$ cat config.mk
export PLATFORM = sky130hd
export DESIGN_NAME = acc_multicycle_core
export DESIGN_NICKNAME = d
export VERILOG_FILES = /design/src/rtl/acc_multicycle_core.sv
export SDC_FILE = /design/constraint.sdc
export NUM_CORES = 1
export LEC_CHECK = 0
export BUFFER_PORTS_ARGS = -buffer_cell sky130_fd_sc_hd__buf_2
export CORE_ASPECT_RATIO = 1.5
export CORE_MARGIN = 3
export CORE_UTILIZATION = 60
export CTS_CLUSTER_DIAMETER = 120
export CTS_CLUSTER_SIZE = 16
export DETAILED_ROUTE_END_ITERATION = 7
export PLACE_DENSITY_LB_ADDON = 0.3
export SLEW_MARGIN = 20
export SYNTH_ARGS = -nofsm -noshare
export SYNTH_HDL_FRONTEND = slang
export SYNTH_SLANG_ARGS = --single-unit
$ cat constraint.sdc
create_clock -name clk -period 4.95 [get_ports clk]
set_input_delay 0.99 -clock clk [delete_from_list [all_inputs] [get_ports clk]]
set_output_delay 0.99 -clock clk [all_outputs]
set_load 0.05 [all_outputs]
$ cat src/rtl/acc_multicycle_core.sv
// acc_multicycle_core: parametrised multicycle accumulator core with a shared req/ready memory port
module acc_multicycle_core #(
  parameter int DATA_W = 16,
  parameter int ADDR_W = 12,
  parameter int REGS   = 8
) (
  input  logic              clk,
  input  logic              rst,
  output logic              mem_req,
  output logic              mem_we,
  output logic [ADDR_W-1:0] mem_addr,
  output logic [DATA_W-1:0] mem_wdata,
  input  logic [DATA_W-1:0] mem_rdata,
  input  logic              mem_ready,
  output logic              halted,
  output logic [ADDR_W-1:0] pc_out,
  output logic [DATA_W-1:0] r0_out
);
  localparam int RIDX_W = $clog2(REGS);
  typedef enum logic [2:0] {S_FETCH, S_DECODE, S_EXEC, S_MEM, S_HALT} state_t;
  state_t            r_state;
  logic [ADDR_W-1:0] r_pc;
  logic [DATA_W-1:0] r_ir, r_a, r_b;
  logic [DATA_W-1:0] r_regs [REGS];
  logic [3:0]        w_op, w_f;
  logic [ADDR_W-1:0] w_opnd;
  logic [RIDX_W-1:0] w_i;
  logic [DATA_W-1:0] w_imm, w_res;
  logic              w_wr, w_access;
  assign w_op   = r_ir[DATA_W-1 -: 4];
  assign w_f    = r_ir[3:0];
  assign w_opnd = r_ir[ADDR_W-1:0];
  assign w_i    = r_ir[ADDR_W-1 -: RIDX_W];
  assign w_imm  = {{(DATA_W-ADDR_W){w_opnd[ADDR_W-1]}}, w_opnd};
  // ALU result for R0 from the operands latched in DECODE; w_wr marks ops that update R0
  always_comb begin
    w_res = r_a;
    w_wr  = 1'b1;
    case (w_op)
      4'd8: case (w_f)
        4'd1:    w_res = r_b;
        4'd2:    w_res = r_a + r_b;
        4'd3:    w_res = r_a - r_b;
        4'd4:    w_res = r_a & r_b;
        4'd5:    w_res = r_a | r_b;
        4'd6:    w_res = ~r_b;
        default: w_wr = 1'b0;
      endcase
      4'd12:   w_res = r_a + w_imm;
      4'd13:   w_res = r_a - w_imm;
      4'd14:   w_res = r_a & w_imm;
      4'd15:   w_res = r_a | w_imm;
      default: w_wr = 1'b0;
    endcase
  end
  // reset gates the request combinationally so an aborted access drops in the same cycle
  assign w_access  = r_state == S_FETCH || r_state == S_MEM;
  assign mem_req   = w_access && !rst;
  assign mem_we    = mem_req && r_state == S_MEM && w_op == 4'd1;
  assign mem_addr  = r_state == S_MEM ? w_opnd : r_pc;
  assign mem_wdata = r_regs[0];
  assign halted    = r_state == S_HALT;
  assign pc_out    = r_pc;
  assign r0_out    = r_regs[0];
  // control FSM and datapath state: fetch, operand latch, execute, optional memory access
  always_ff @(posedge clk) begin
    if (rst) begin
      r_state <= S_FETCH;
      r_pc    <= '0;
      r_ir    <= '0;
      r_a     <= '0;
      r_b     <= '0;
      for (int k = 0; k < REGS; k++) r_regs[k] <= '0;
    end else begin
      case (r_state)
        S_FETCH: if (mem_ready) begin
          r_ir    <= mem_rdata;
          r_pc    <= r_pc + 1'b1;
          r_state <= S_DECODE;
        end
        S_DECODE: begin
          r_a     <= r_regs[0];
          r_b     <= r_regs[w_i];
          r_state <= S_EXEC;
        end
        S_EXEC: begin
          if (w_wr) r_regs[0] <= w_res;
          if (w_op == 4'd8 && w_f == 4'd0) r_regs[w_i] <= r_a;
          if (w_op == 4'd2 || (w_op == 4'd4 && r_a == '0)) r_pc <= w_opnd;
          r_state <= (w_op == 4'd0 || w_op == 4'd1) ? S_MEM : w_op == 4'd3 ? S_HALT : S_FETCH;
        end
        S_MEM: if (mem_ready) begin
          if (w_op == 4'd0) r_regs[0] <= mem_rdata;
          r_state <= S_FETCH;
        end
        S_HALT:  r_state <= S_HALT;
        default: r_state <= S_FETCH;
      endcase
    end
  end
endmodule
==> flow_metrics.env <==
export IMPL_hold_class="reg -> reg"
export IMPL_antenna_found_initial=0
export IMPL_netlist_area_sq_mm=0.0124
export IMPL_cts_setup_buffers=0
export IMPL_die_h_microns=182
export IMPL_routed_wl_microns=38800
export IMPL_outcome="finished, final reports clean"
export IMPL_hold_viol_final=0
export IMPL_htreeDepth=4
export IMPL_num_vias=10950
export IMPL_num_io_pins=78
export IMPL_yosysWarnings=0
export IMPL_grt_pass1_vias=10397
export IMPL_layout_commonest_cell="nand2_1"
export IMPL_grt_usage=0.350
export IMPL_hold_buffers=0
export IMPL_clk_latency_ns=0.45
export IMPL_cts_buffer_depth=2
export IMPL_avgViaCountPerCell=6.78
export IMPL_place_ws_ns=1.08
export IMPL_synth_xor_area_frac=0.0366
export IMPL_root_buffer="clkbuf_16"
export IMPL_synth_edf_count=128
export IMPL_synth_compound_area_frac=0.167
export IMPL_dieArea_sq_mm=0.0224
export IMPL_wl_per_cell_microns=24.0
export IMPL_drt_initial_drc_count=1179
export IMPL_gpl_final_weighted_congestion=1.04
export IMPL_synth_fa_ha_area_frac=0.0444
export IMPL_p_leak_nw=5.14
export IMPL_synth_cell_type_count=82
export IMPL_cp_start_kind="flip-flop"
export IMPL_rows=63
export IMPL_fmax_mhz=246
export IMPL_yosys_register_bits=191
export IMPL_portBuffers=77
export IMPL_grt_pass1_wl_microns=59100
export IMPL_synth_nets=1391
export IMPL_syn_area_per_cell_sq_um=9.32
export IMPL_start_util=0.619
export IMPL_cts_resized=0
export IMPL_die_w_microns=123
export IMPL_final_cell_mix="200 x nand2_1, 128 x edfxtp_1, 104 x a21oi_1"
export IMPL_synthCells=1330
export IMPL_fillerInstances=1608
export IMPL_final_cell_area_sq_mm=0.0133
export IMPL_cp_end_kind="flip-flop"
export IMPL_grt_start_max_net_pins=54
export IMPL_fin_nets=1403
export IMPL_tns_ns=0
export IMPL_synth_seq_area_share=0.412
export IMPL_worst_clock_skew_ns=0.00995
export IMPL_rsz0062_at_grt="no"
export IMPL_fin_crit_sh=0.821
export IMPL_yosys_area_share_simple=0.212
export IMPL_async_reset_ff_frac=0
export IMPL_grt_remaining_overflow=0
export IMPL_crit_fanout=11
export IMPL_worst_setup_path_type="reg -> reg"
export IMPL_drtAntennaViolNets=0
export IMPL_synthMuxAreaShare=0.0686
export IMPL_core_sq_mm=0.0200
export IMPL_fin_worst_hold_slack_ns=0.497
export IMPL_setup_slack_ns=0.887
export IMPL_ir_worst_vdd_v=0.000534
export IMPL_drive_gt1_frac=0.158
export IMPL_cts_buffers=17
export IMPL_maxCapViolCount=0
export IMPL_dp_final_hpwl_microns=26600
export IMPL_setup_viol=0
export IMPL_antenna_cells=0
export IMPL_path_clk_slew_ns=0.08
export IMPL_report_final_slew_viol_count=0
export IMPL_fin_crit_ns=4.06
export IMPL_worstMarginPinSlew_ns=0.966
export IMPL_p_per_area_mw_per_mm2=333
export IMPL_cts_tree="built"
export IMPL_required_ns=5.11
export IMPL_synth_top_family_by_area="simple AND/OR/NAND/NOR gates"
export IMPL_cts_sinks=191
export IMPL_synth_flop_cell="edfxtp_1"
export IMPL_drc=0
export IMPL_place_area_sq_mm=0.0127
export IMPL_arrival_ns=4.22
export IMPL_relSlewSlack=0.355
export IMPL_syn_to_final_growth_pct=7.66
export IMPL_drt_pass1_iterations=7
[critical path: stages, from the launching register on]
cell      delay (ns)
dfxtp_1         0.33
and3_1          0.37
nand2b_1        0.29
o21ai_0         0.37
inv_1           0.08
ha_1            0.27
nor2b_1         0.16
o211ai_1        0.16
a31oi_1         0.47
o21a_1          0.17
nor2_1          0.05
xnor2_1         0.15
a221oi_1        0.76
nor3_1          0.14
[final cells by class]
| type | count | area [sq um] | share of cell area |
|---|---|---|---|
| clock buffer | 17 | 425 | 0.0319 |
| clock inverter | 15 | 181 | 0.0136 |
| inverter | 24 | 90.1 | 0.00675 |
| multi-input combinational | 995 | 6550 | 0.491 |
| sequential | 191 | 5110 | 0.383 |
| tap | 260 | 325 | 0.0244 |
| timing repair buffer | 113 | 656 | 0.0492 |
[flip-flops by register name (all words and copies together), names as in the netlist]
register  flops
r_state       3
r_regs      128
r_a          16
r_b          16
pc_out       12
r_ir         16
[routing by layer]
metal | global-route usage | part of all wire
met2 | 0.555 | 0.47
met1 | 0.415 | 0.34
met5 | 0 | 0
met4 | 0.247 | 0.088
met3 | 0.0763 | 0.096
[power by group]
part	leakage [nW]	total (W)	internal, W	switching, W
Combinational	3.01	0.00115	0.000411	0.000740
Sequential	1.84	0.00187	0.00177	0.000103
Clock	0.292	0.00142	0.000762	0.000661
[metrics by stage]
step                       util  cells  total power [W]
after global placement    0.636   1583          0.00299
final                     0.666   1615          0.00444
after detailed placement  0.636   1583          0.00301
after CTS                 0.666   1615          0.00441
after global routing      0.666   1615          0.00461
after floorplan               -   1330          0.00271
[path summary, 6_finish.rpt]
| path | from | endpoint | slack [ns] | cells after the start |
|---|---|---|---|---|
| worst max-delay path | r_ir[15] | r_regs[0][7] | 0.89 | 13 |
| worst max register to register | r_ir[15] | r_regs[0][7] | 0.89 | 13 |
| worst min register to register | pc_out[11] | pc_out[11] | 0.50 | 2 |
| worst min-delay path | pc_out[11] | pc_out[11] | 0.50 | 2 |
[cells by family after synthesis]
logic type / after synthesis
mux: 44
simple gates: 535
buf+inv: 144
compound gates: 323
flops: 191
xor+xnor: 50
fa+ha+maj: 43
[Yosys cell counts, types with 21 or more instances]
cell	instances	area share
o21ai_0	68	0.027
nand2_1	200	0.061
edfxtp_1	128	0.31
ha_1	40	0.040
clkbuf_1	74	0.022
nor2_1	86	0.026
a211oi_1	21	0.013
mux4_2	32	0.058
nor3_1	33	0.013
xor2_1	23	0.016
inv_1	22	0.0067
and2_1	97	0.049
dfxtp_1	63	0.10
xnor2_1	25	0.018
a21oi_1	104	0.042
nand3_1	24	0.0097
No activity file was read; power rests on OpenSTA's default activity.
